File: config.mk
export PLATFORM = sky130hd
export DESIGN_NAME = dsram_arbiter
export DESIGN_NICKNAME = d
export VERILOG_FILES = /design/src/rtl/dsram_arbiter.sv
export SDC_FILE = /design/constraint.sdc
export NUM_CORES = 1
export LEC_CHECK = 0
export BUFFER_PORTS_ARGS = -buffer_cell sky130_fd_sc_hd__buf_2
export CORE_AREA = 5 5 235 237
export DETAILED_ROUTE_END_ITERATION = 10
export DIE_AREA = 0 0 240 242
export GPL_TIMING_DRIVEN = 0
export SLEW_MARGIN = 20
export SYNTH_ARGS = -nofsm -noshare
export SYNTH_HDL_FRONTEND = slang
export SYNTH_SLANG_ARGS = --single-unit
File: constraint.sdc
create_clock -name clk -period 2.5 [get_ports clk]
set_clock_uncertainty 0.05 [all_clocks]
set_input_delay 0.625 -clock clk [delete_from_list [all_inputs] [get_ports clk]]
set_output_delay 0.625 -clock clk [all_outputs]
set_load 0.03 [all_outputs]
File: src/rtl/dsram_arbiter.sv
`default_nettype none
// ============================================================================
// Module   : dsram_arbiter
// Purpose  : Shares the single-port data SRAM between the pipeline Mem1 stage
//            and the external refill/debug port, returning read data to its owner.
// Revision : 1.0
// ============================================================================
module dsram_arbiter #(
    parameter int CACHE_WIDTHE  = 6,
    parameter int CACHE_DEEPTHE = 6,
    parameter int STARVE_LIMIT  = 4,
    localparam int DW = 1 << CACHE_WIDTHE
) (
    input  logic                     clk,
    input  logic                     rst,

    input  logic                     iPipeReq,
    input  logic                     iPipeWrEn,
    input  logic [CACHE_DEEPTHE-1:0] iPipeAddr,
    input  logic [DW-1:0]            iPipeWrData,
    input  logic [DW-1:0]            iPipeWrMask,
    output logic                     oPipeGnt,
    output logic                     oPipeStall,
    output logic                     oPipeRdValid,
    output logic [DW-1:0]            oPipeRdData,

    input  logic                     iExtReq,
    input  logic                     iExtWrEn,
    input  logic [CACHE_DEEPTHE-1:0] iExtAddr,
    input  logic [DW-1:0]            iExtWrData,
    input  logic [DW-1:0]            iExtWrMask,
    output logic                     oExtGnt,
    output logic                     oExtRdValid,
    output logic [DW-1:0]            oExtRdData,

    output logic                     oCen,
    output logic                     oWrEn,
    output logic [CACHE_DEEPTHE-1:0] oAddr,
    output logic [DW-1:0]            oWrData,
    output logic [DW-1:0]            oWrMask,
    input  logic [DW-1:0]            iMemData
);

    localparam logic [3:0] c_STARVE_LIMIT = 4'(STARVE_LIMIT);

    typedef enum logic [1:0] {
        S_IDLE    = 2'd0,
        S_PIPE_RD = 2'd1,
        S_EXT_RD  = 2'd2
    } rd_owner_t;

    logic [3:0] starve_cnt_q;
    logic [3:0] starve_cnt_d;
    rd_owner_t  rd_owner_q;
    rd_owner_t  rd_owner_d;

    logic w_force_ext;
    logic w_ext_gnt;
    logic w_pipe_gnt;

    // The external port normally yields to the pipeline, unless it has
    // waited STARVE_LIMIT consecutive cycles.
    assign w_force_ext = iExtReq & (starve_cnt_q == c_STARVE_LIMIT);
    assign w_ext_gnt   = ~rst & iExtReq & (w_force_ext | ~iPipeReq);
    assign w_pipe_gnt  = ~rst & iPipeReq & ~w_ext_gnt;

    assign oExtGnt    = w_ext_gnt;
    assign oPipeGnt   = w_pipe_gnt;
    assign oPipeStall = iPipeReq & ~w_pipe_gnt;
    assign oCen       = w_pipe_gnt | w_ext_gnt;

    always_comb begin
        oWrEn   = 1'b0;
        oAddr   = '0;
        oWrData = '0;
        oWrMask = '0;
        if (w_ext_gnt) begin
            oWrEn   = iExtWrEn;
            oAddr   = iExtAddr;
            oWrData = iExtWrData;
            oWrMask = iExtWrMask;
        end else if (w_pipe_gnt) begin
            oWrEn   = iPipeWrEn;
            oAddr   = iPipeAddr;
            oWrData = iPipeWrData;
            oWrMask = iPipeWrMask;
        end
    end

    always_comb begin
        starve_cnt_d = starve_cnt_q;
        if (!iExtReq || w_ext_gnt) begin
            starve_cnt_d = 4'd0;
        end else if (starve_cnt_q != c_STARVE_LIMIT) begin
            starve_cnt_d = starve_cnt_q + 4'd1;
        end
    end

    always_comb begin
        rd_owner_d = S_IDLE;
        if (w_pipe_gnt && !iPipeWrEn) begin
            rd_owner_d = S_PIPE_RD;
        end else if (w_ext_gnt && !iExtWrEn) begin
            rd_owner_d = S_EXT_RD;
        end
    end

    always_ff @(posedge clk) begin
        if (rst) begin
            starve_cnt_q <= 4'd0;
            rd_owner_q   <= S_IDLE;
        end else begin
            starve_cnt_q <= starve_cnt_d;
            rd_owner_q   <= rd_owner_d;
        end
    end

    // SRAM read data arrives one cycle after the grant; route it to the owner.
    assign oPipeRdValid = (rd_owner_q == S_PIPE_RD);
    assign oExtRdValid  = (rd_owner_q == S_EXT_RD);
    assign oPipeRdData  = oPipeRdValid ? iMemData : '0;
    assign oExtRdData   = oExtRdValid  ? iMemData : '0;

endmodule
`default_nettype wire

==> results.md, run 1 <==
* RSZ-0062 raised after global routing: yes
* TritonCTS clock tree: yes
* Synth Warn # at 0
* CP max FO at 10
* Status: complete, but fails checks
* Vias per inst at 3.31
* DR vias at 5503
* Share of cells above drive strength 1 at 0.724
* CTS root buffer: clkbuf_16
* Reg2reg setup slack at 0.74 ns
* Sequential-to-total area share from yosys stat at 0.0465
* Hold Crit Depth at 2
* Worst Path Required at 1.82 ns
* #FFs+latches synth at 6
* Final ANT Viol Nets at 0
* Relative slew slack at 0.575
* Synth unique cells at 20
* Synth-to-layout area growth at 208%
* Cell Rows at 85
* Crit end category: output port
* Nets at 1305
* Worst R2R Start: starve_cnt_q[0]$_SDFFE_PP0P_
* Num CTS Buffers at 3
* Worst skew pair latency at 0.23 ns
* Seq pwr share at 0.052
* Period Utilization, post-route at 1.08
* Clock-pin slew on the worst setup and hold paths at 0.03 ns
* Vias in the first global route at 5462
* Chip height at 242 microns
* Post-synthesis instance area at 0.00258 sq mm
* Net Sw Frac at 0.492
* TNS Setup at -16.96 ns
* Peak VDD IR at 0.145 mV
* Synth top area share at 0.458
* Final Instance Area at 0.00796 sq mm
* Max-slew violations at 0
* Starting Density at 0.0487
* Post-Route WL at 42400 microns
* Fillcell total at 6131
* Die area at 0.0581 sq mm
* RR Endpoint: rd_owner_q[1]$_SDFF_PP0_
* First-pass GRT wire length at 51700 microns
* Tightest Pin Transition at 0.638 ns
* Pre-Repair DR Iteration Count at 4
* Clock Sinks at 6
* Gr usage total at 0.133
* Pwr Density at 242 mW/mm^2
* Failing checks: negative setup slack
* Hold WC Path Type: reg2reg
* Final worst slack at -0.192 ns
* Hold Path End: starve_cnt_q[0]$_SDFFE_PP0P_
* Syn avg cell area at 7.62 sq um
* H-tree depth at 1
* DRC Markers at 0
* Core outline area at 0.0531 sq mm
* Internal at 0.000977 W
* Leakage at 4.41 nW
* Finish-stage setup viols at 135
* WL per Instance at 25.5 microns
* Congestion Overflow GR at 0
* Commonest non-fill, non-tap cell in the layout: buf_2
* Comb pwr share at 0.813
* CP Class: reg2out
* Post-CTS Hold Fix Bufs at 0
* Io pins at 607
* Net Count, Synth at 679
* Fin Hold WS at 0.495 ns
* Max clock buf depth at 2
* Hold_sp: starve_cnt_q[0]$_SDFFE_PP0P_
* Clock power share at 0.135
* Post-route minimum period at 2.69 ns
* Worst Setup Start Kind: register
* Initial DRC Count at 154
* Largest net degree at the start of global routing at 11
* Cells after Synth at 339
* Placed inst area at 0.00649 sq mm
* Area leader, netlist: a22o_1
* Maxcap violations at 0
* DP HPWL at 39100 microns
* Hold Fails Final Rpt at 0
* Synth area leaders: a22o_1 (46%), and2_1 (31%), buf_6 (6.1%)
* Sw Pwr at 0.000947 W
* Critical Path AT at 2.02 ns
* PortBufs at 606
* Initial antenna violation count at 26
* Die W at 240 microns
* RePlAce Congestion at 0.882
* Leading cell types in the layout, fill and taps excluded: buf_2 (471), buf_6 (136), and2_1 (128)
* Worst reg2reg path depth at 10
* Peak Freq at 0.371 GHz
* Final Power at 0.00192 W
[what timing repair did]
item | 4_1_cts | 5_1_grt
setup endpoints to repair | 238 | 185
pin swaps | 21 | 9
gates resized for setup | 307 | 57
gates cloned | 2 | 0
setup buffers | 12 | 4
[synthesized netlist by cell type]
library cell,instances
xnor2_1,1
nand2_1,1
buf_4,13
ha_1,2
nand3b_1,1
buf_2,3
dfxtp_1,6
o211a_1,1
nor2_1,2
nand2b_1,1
a21oi_1,1
nor3_1,4
a22o_1,135
nand3_1,1
inv_1,5
xor2_1,1
and2_1,128
nor2b_1,5
buf_6,14
clkbuf_1,14
[worst max-delay path: stages (launching register included)]
cell and delay (ns):
dfxtp_2 0.32, inv_2 0.05, ha_2 0.14, nand3b_1 0.18, a21oi_4 0.24, buf_6 0.14
buf_12 0.16, buf_8 0.15, a22o_1 0.18, buf_6 0.17
[power by group through the flow]
stage / registers [W] / clock network [W] / logic, W
global placement: 0.000101 / 0 / 0.00132
detailed placement: 0.000101 / 0 / 0.00132
CTS: 0.0000995 / 0.000260 / 0.00156
finish: 0.0000997 / 0.000260 / 0.00156
global route: 0.0000998 / 0.000272 / 0.00165
floorplan: 0.000101 / 0 / 0.000629
[sequential cells by signal (all words and copies together), names as in the netlist]
signal        cells
rd_owner_q        2
starve_cnt_q      4
[area by class of cell]
type	count	area, sq um	share of cell area
diodes	6	15.0	0.00189
plain buffers	41	455	0.0572
clock buffers	3	75.1	0.00943
inverters	5	18.8	0.00236
multi-input cells	284	2370	0.297
flip-flops and latches	6	123	0.0154
well taps	696	871	0.109
repair buffers	624	4040	0.507
[through the flow]
step                      instances  utilization  worst slack, ns
after floorplan                 339            -            0.142
after global placement         1641        0.122           -0.772
after detailed placement       1641        0.122           -0.840
after CTS                      1656        0.145           -0.178
after global routing           1662        0.150           -0.243
final                          1665        0.150           -0.192
[logic make-up (layout without fill, tap and decap cells)]
family / count (synthesis) / after routing / share of synthesized area
AOI/OAI and AO/OA: 137 / 137 / 0.463
xor gates and xnor gates: 2 / 2 / 0.00678
adders and majority gates: 2 / 2 / 0.00968
buffers and inverters: 49 / 673 / 0.132
DFF: 6 / 6 / 0.0465
other: 0 / 6 / 0
and+or+nand+nor: 143 / 143 / 0.341
[per-layer routing]
| layer | share of wire | vias up | global-route usage |
|---|---|---|---|
| met5 | 0.0034 | - | 0 |
| met2 | 0.51 | 422 | 0.251 |
| met4 | 0.015 | 24 | 0.0175 |
| li1 | - | 2513 | - |
| met1 | 0.39 | 2482 | 0.153 |
| met3 | 0.090 | 62 | 0.0318 |
[worst max-delay path by stage]
| stage | start | to | slack (ns) | cells past startpoint |
|---|---|---|---|---|
| after floorplan | rst | oWrData[48] | 0.14 | 5 |
| after global placement | rst | oWrData[48] | -0.77 | 7 |
| after detailed placement | rst | oWrData[48] | -0.84 | 7 |
| after CTS | starve_cnt_q[1]$_SDFFE_PP0P_ | oWrData[25] | -0.18 | 8 |
| after global routing | starve_cnt_q[1]$_SDFFE_PP0P_ | oWrMask[27] | -0.24 | 9 |
| final | starve_cnt_q[0]$_SDFFE_PP0P_ | oWrMask[30] | -0.19 | 9 |
No activity file was read; power rests on OpenSTA's default activity.
==> inputs of run 2 (changes only) <==
--- a/config.mk
+++ b/config.mk
@@ -5,10 +5,10 @@
 export SDC_FILE = /design/constraint.sdc
 export NUM_CORES = 1
 export LEC_CHECK = 0
-export BUFFER_PORTS_ARGS = -buffer_cell sky130_fd_sc_hd__buf_2
-export CORE_AREA = 5 5 235 237
+export CORE_AREA = 5 5 234 236
 export DETAILED_ROUTE_END_ITERATION = 10
-export DIE_AREA = 0 0 240 242
+export DIE_AREA = 0 0 239 241
+export DONT_BUFFER_PORTS = 1
 export GPL_TIMING_DRIVEN = 0
 export SLEW_MARGIN = 20
 export SYNTH_ARGS = -nofsm -noshare
==> results.md, run 2 (synthesized netlist as in run 1, its figures left out) <==
* Slowest Stage Delay on Critical Path at 0.31 ns (about the same)
* Regs by FF count: starve_cnt_q: 4 flops, rd_owner_q: 2 flops
* Final Non-Filler Cells at 1055 (-37%)
* Crit. path cell count at 8 (-1)
* Crit path max-delay family: compound AO/OA/AOI/OAI gates
* Nets at 705 (-46%)
* TritonCTS clock tree: yes
* DR vias at 3356 (-39%)
* Post-route minimum period at 2.65 ns (-0.0453 ns)
* Num CTS Buffers at 3 (unchanged)
* Leakage at 2.23 nW (-49%)
* Final worst slack at -0.147 ns (+0.0453 ns)
* Largest net degree at the start of global routing at 11 (unchanged)
* Placed inst area at 0.00344 sq mm (-47%)
* Peak VDD IR at 0.117 mV (-19%)
* Congestion Overflow GR at 0 (unchanged)
* CTS root buffer: clkbuf_16
* Most used cell, CP: buf_12
* Worst skew pair latency at 0.23 ns (about the same)
* PortBufs at 0 (-100%)
* Initial DRC Count at 183 (+19%)
* Slowest cell on the critical path: dfxtp_2
* RePlAce Congestion at 0.962 (+9.1%)
* Fin Hold WS at 0.416 ns (-0.0790 ns)
* Initial antenna violation count at 5 (-81%)
* CP bufs+invs at 4 (-1)
* Clock Sinks at 6 (unchanged)
* Die W at 239 microns (-0.42%)
* Max reg flops at 4 (unchanged)
* Max clock buf depth at 2 (unchanged)
* Crit end category: output port
* Max-slew violations at 0 (unchanged)
* Gr usage total at 0.0852 (-0.0473)
* First-pass GRT wire length at 33500 microns (-35%)
* Chip height at 241 microns (-0.41%)
* DP HPWL at 24200 microns (-38%)
* Core outline area at 0.0522 sq mm (-1.6%)
* TNS Setup at -14.71 ns (+2.24 ns)
* CP cell instances: inv_2 > ha_4 > nand3b_1 > o211a_4 > buf_12 > buf_16 > buf_12 > a22o_4
* Final Instance Area at 0.00545 sq mm (-32%)
* Cells after DPL at 1027 (-37%)
* Commonest non-fill, non-tap cell in the layout: a22o_4
* Status: complete, but fails checks
* H-tree depth at 1 (unchanged)
* Final ANT Viol Nets at 0 (unchanged)
* Period Utilization, post-route at 1.06 (-0.0181)
* Failing checks: negative setup slack
* Worst reg2reg path depth at 10 (unchanged)
* Synth-to-layout area growth at 111%
* Share of cells above drive strength 1 at 0.573 (-0.151)
* Vias in the first global route at 3573 (-35%)
* Fin util at 0.104 (-0.0457)
* Biggest register: starve_cnt_q
* Maxcap violations at 0 (unchanged)
* Leading cell types in the layout, fill and taps excluded: a22o_4 (131), and2_1 (125), buf_12 (24)
* WL per Instance at 26.8 microns (+5.4%)
* Hold WC Path Type: in2reg
* CP Class: reg2out
* Tightest Pin Transition at 0.553 ns (-0.0854 ns)
* Io pins at 607 (unchanged)
* CP max FO at 10 (unchanged)
* Hold Fails Final Rpt at 0 (unchanged)
* Critical Path AT at 1.97 ns (-0.05 ns)
* Pre-Repair DR Iteration Count at 4 (unchanged)
* Cell Rows at 84 (-1.2%)
* Hold Crit Depth at 1 (-1)
* Post-Route WL at 28300 microns (-33%)
* Fillcell total at 5942 (-3.1%)
* Starting Density at 0.0495 (+0.000778)
* RSZ-0062 raised after global routing: yes
* Relative slew slack at 0.630 (+0.0556)
* Worst Setup Start Kind: register
* Finish-stage setup viols at 135 (unchanged)
* DRC Markers at 0 (unchanged)
* Worst Path Required at 1.82 ns (about the same)
* Post-CTS Hold Fix Bufs at 0 (unchanged)
* Vias per inst at 3.18 (-3.8%)
* Peak Freq at 0.378 GHz (+1.7%)
* Die area at 0.0576 sq mm (-0.83%)
* Pwr Density at 261 mW/mm^2 (+7.8%)
* Clock-pin slew on the worst setup and hold paths at 0.03 ns (about the same)
## run 2: worst paths after layout
path / from / to / slack [ns]
worst max-delay path: starve_cnt_q[0]$_SDFFE_PP0P_ / oWrMask[17] / -0.15
worst min register to register: starve_cnt_q[0]$_SDFFE_PP0P_ / starve_cnt_q[0]$_SDFFE_PP0P_ / 0.49
worst max register to register: starve_cnt_q[0]$_SDFFE_PP0P_ / rd_owner_q[1]$_SDFF_PP0_ / 0.63
worst min-delay path: iPipeWrEn / rd_owner_q[0]$_SDFF_PP0_ / 0.42
## run 2: final cells by class
| type | count | area, sq um | share of cell area |
|---|---|---|---|
| multi-input combinational | 284 | 3320 | 0.608 |
| tap | 688 | 861 | 0.158 |
| buffer | 44 | 649 | 0.119 |
| timing repair buffer | 21 | 398 | 0.0730 |
| sequential | 6 | 123 | 0.0225 |
| clock buffer | 3 | 75.1 | 0.0138 |
| inverter | 5 | 18.8 | 0.00344 |
| antenna | 4 | 10.0 | 0.00184 |
## run 2: power by group
| group | internal, W | switching [W] | leakage (nW) |
|---|---|---|---|
| logic | 0.000398 | 0.000666 | 2.14 |
| registers | 0.0000984 | 0.000000954 | 0.0496 |
| clock network | 0.000205 | 0.0000522 | 0.0370 |
## run 2: repair_timing
item | 4_1_cts | 5_1_grt
buffers inserted | 8 | 3
pin swaps | 24 | 83
endpoints found under the setup margin | 188 | 238
resized for setup | 335 | 39
gates cloned | 4 | 8
hold endpoints to repair | 0 | 0
## run 2: per-layer routing
metal / track usage / routed length [microns] / vias up
met2: 0.165 / 14900 / 409
met3: 0.0171 / 2240 / 64
li1: - / - / 1320
met4: 0.0488 / 1660 / 2
met1: 0.0841 / 9510 / 1561
met5: 0 / 16 / -
## run 2: metrics by stage
stage | setup slack (ns) | power, W
2_1_floorplan | 0.142 | 0.000730
3_3_place_gp | -0.620 | 0.000878
3_5_place_dp | -0.682 | 0.000882
4_1_cts | -0.165 | 0.00139
5_1_grt | -0.225 | 0.00147
6_report | -0.147 | 0.00142
==> inputs of run 3 (changes only) <==
--- a/config.mk
+++ b/config.mk
@@ -5,11 +5,13 @@
 export SDC_FILE = /design/constraint.sdc
 export NUM_CORES = 1
 export LEC_CHECK = 0
+export CAP_MARGIN = 25
 export CORE_AREA = 5 5 234 236
 export DETAILED_ROUTE_END_ITERATION = 10
 export DIE_AREA = 0 0 239 241
 export DONT_BUFFER_PORTS = 1
 export GPL_TIMING_DRIVEN = 0
+export SETUP_SLACK_MARGIN = 0.02
 export SLEW_MARGIN = 20
 export SYNTH_ARGS = -nofsm -noshare
 export SYNTH_HDL_FRONTEND = slang
==> results.md, run 3 (synthesized netlist as in run 1, its figures left out) <==
* Post-route minimum period at 2.63 ns (-0.0143 ns)
* Nets at 707 (+0.28%)
* Starting Density at 0.0495 (unchanged)
* Io pins at 607 (unchanged)
* Cell Rows at 84 (unchanged)
* DRC Markers at 0 (unchanged)
* Period Utilization, post-route at 1.05 (-0.00571)
* RSZ-0062 raised after global routing: yes
* Leakage at 2.27 nW (+1.7%)
* Clock Sinks at 6 (unchanged)
* Chip height at 241 microns (unchanged)
* Max-slew violations at 0 (unchanged)
* Commonest non-fill, non-tap cell in the layout: a22o_4
* RR Endpoint: rd_owner_q[1]$_SDFF_PP0_
* RePlAce Congestion at 0.962 (unchanged)
* Hold Fails Final Rpt at 0 (unchanged)
* TritonCTS clock tree: yes
* WL per Instance at 27.1 microns (+1.0%)
* Initial DRC Count at 159 (-13%)
* Pre-Repair DR Iteration Count at 4 (unchanged)
* Finish-stage setup viols at 129 (-4.4%)
* Worst Setup Start Kind: register
* DR vias at 3325 (-0.92%)
* Critical Path AT at 1.96 ns (about the same)
* Clock power share at 0.180 (about the same)
* Max clock buf depth at 2 (unchanged)
* Final worst slack at -0.132 ns (+0.0143 ns)
* Post-CTS Hold Fix Bufs at 0 (unchanged)
* Congestion Overflow GR at 0 (unchanged)
* Share of cells above drive strength 1 at 0.575 (+0.00234)
* Status: complete, but fails checks
* Relative slew slack at 0.630 (unchanged)
* Hold Path End: rd_owner_q[0]$_SDFF_PP0_
* CP Class: reg2out
* Core outline area at 0.0522 sq mm (unchanged)
* Crit path from: starve_cnt_q[0]$_SDFFE_PP0P_
* Placed inst area at 0.00344 sq mm (unchanged)
* Gr usage total at 0.0860 (+0.000787)
* Vias in the first global route at 3585 (+0.34%)
* Synth-to-layout area growth at 114%
* DP HPWL at 24200 microns (unchanged)
* Die W at 239 microns (unchanged)
* Biggest register: starve_cnt_q
* CP max FO at 7 (-3)
* Internal at 0.000708 W (+0.90%)
* Worst reg2reg path depth at 9 (-1)
* Leading cell types in the layout, fill and taps excluded: a22o_4 (135), and2_1 (125), buf_12 (22)
* CTS root buffer: clkbuf_16
* Worst skew pair latency at 0.23 ns (about the same)
* Initial antenna violation count at 4 (-1)
* Crit end category: output port
* Fillcell total at 5937 (-0.084%)
* Die area at 0.0576 sq mm (unchanged)
* Post-Route WL at 28700 microns (+1.3%)
* Num CTS Buffers at 3 (unchanged)
* Largest net degree at the start of global routing at 11 (unchanged)
* Maxcap violations at 0 (unchanged)
* Worst R2R Start: starve_cnt_q[0]$_SDFFE_PP0P_
* Pwr Density at 259 mW/mm^2 (-0.64%)
* Seq pwr share at 0.070 (about the same)
* Final Instance Area at 0.00552 sq mm (+1.3%)
* PortBufs at 0 (unchanged)
* H-tree depth at 1 (unchanged)
* Reg2reg setup slack at 0.67 ns (+0.04 ns)
* Peak VDD IR at 0.117 mV (about the same)
* Peak Freq at 0.380 GHz (+0.54%)
* Clock-pin slew on the worst setup and hold paths at 0.03 ns (about the same)
* Final ANT Viol Nets at 0 (unchanged)
* Hold_sp: iPipeWrEn
* Hold Crit Depth at 1 (unchanged)
* Regs by FF count: starve_cnt_q: 4 flops, rd_owner_q: 2 flops
* Tightest Pin Transition at 0.553 ns (+0.000000179 ns)
* Final Power at 0.00143 W (+0.69%)
* Sw Pwr at 0.000722 W (+0.48%)
* Fin Hold WS at 0.416 ns (+0.00000300 ns)
* Hold WC Path Type: in2reg
* Max reg flops at 4 (unchanged)
* Worst Path Required at 1.82 ns (about the same)
* Net Sw Frac at 0.505 (-0.00105)
* Failing checks: negative setup slack
* Vias per inst at 3.14 (-1.2%)
* First-pass GRT wire length at 33800 microns (+0.93%)
* Comb pwr share at 0.751 (+0.002)
## run 3: worst max-delay path: stages (launching register included)
cell and delay, ns:
dfxtp_2 0.31, inv_2 0.07, ha_4 0.12, nand3b_1 0.19
o211a_4 0.37, clkbuf_16 0.21, clkbuf_16 0.17, a22o_4 0.27
## run 3: power groups by stage
stage | clock, W | sequential (W) | combinational (W)
after global routing | 0.000267 | 0.0000997 | 0.00111
after global placement | 0 | 0.000101 | 0.000778
after CTS | 0.000263 | 0.0000994 | 0.00103
after floorplan | 0 | 0.000101 | 0.000629
final | 0.000257 | 0.0000994 | 0.00107
after detailed placement | 0 | 0.000101 | 0.000780
## run 3: worst max-delay path by stage
stage / to / slack, ns / cells after the start
after floorplan: oWrData[48] / 0.14 / 5
after global placement: oWrMask[17] / -0.62 / 5
after detailed placement: oWrMask[17] / -0.68 / 5
after CTS: oWrMask[61] / -0.13 / 7
after global routing: oWrMask[54] / -0.21 / 8
final: oWrData[12] / -0.13 / 7
## run 3: timing repair
item | 4_1_cts | 5_1_grt
cloned | 5 | 12
pin swaps | 15 | 78
setup buffers | 8 | 0
gates resized for setup | 330 | 34
setup endpoints to repair | 193 | 151
## run 3: cell type report
type | instances | area [sq um] | share of cell area
diodes | 5 | 12.5 | 0.00227
plain buffers | 44 | 592 | 0.107
clock buffers | 3 | 75.1 | 0.0136
inverters | 5 | 18.8 | 0.00340
multi-input cells | 284 | 3350 | 0.606
flip-flops and latches | 6 | 123 | 0.0222
well taps | 688 | 861 | 0.156
repair buffers | 23 | 495 | 0.0897
## run 3: per-layer routing
layer | routed length [microns] | track usage | up-vias
li1 | - | - | 1324
met1 | 9390 | 0.0887 | 1549
met2 | 15100 | 0.164 | 389
met3 | 2470 | 0.0125 | 63
met4 | 1770 | 0.0526 | 0
met5 | 0 | 0 | -
## run 3: metrics by stage
stage | TNS, ns | setup WS [ns] | utilization | instances
global placement | -46.98 | -0.620 | 0.0659 | 1027
floorplan | 0 | 0.142 | - | 339
global route | -21.87 | -0.213 | 0.106 | 1055
finish | -11.87 | -0.132 | 0.106 | 1058
CTS | -8.85 | -0.132 | 0.0976 | 1042
detailed placement | -56.11 | -0.682 | 0.0659 | 1027
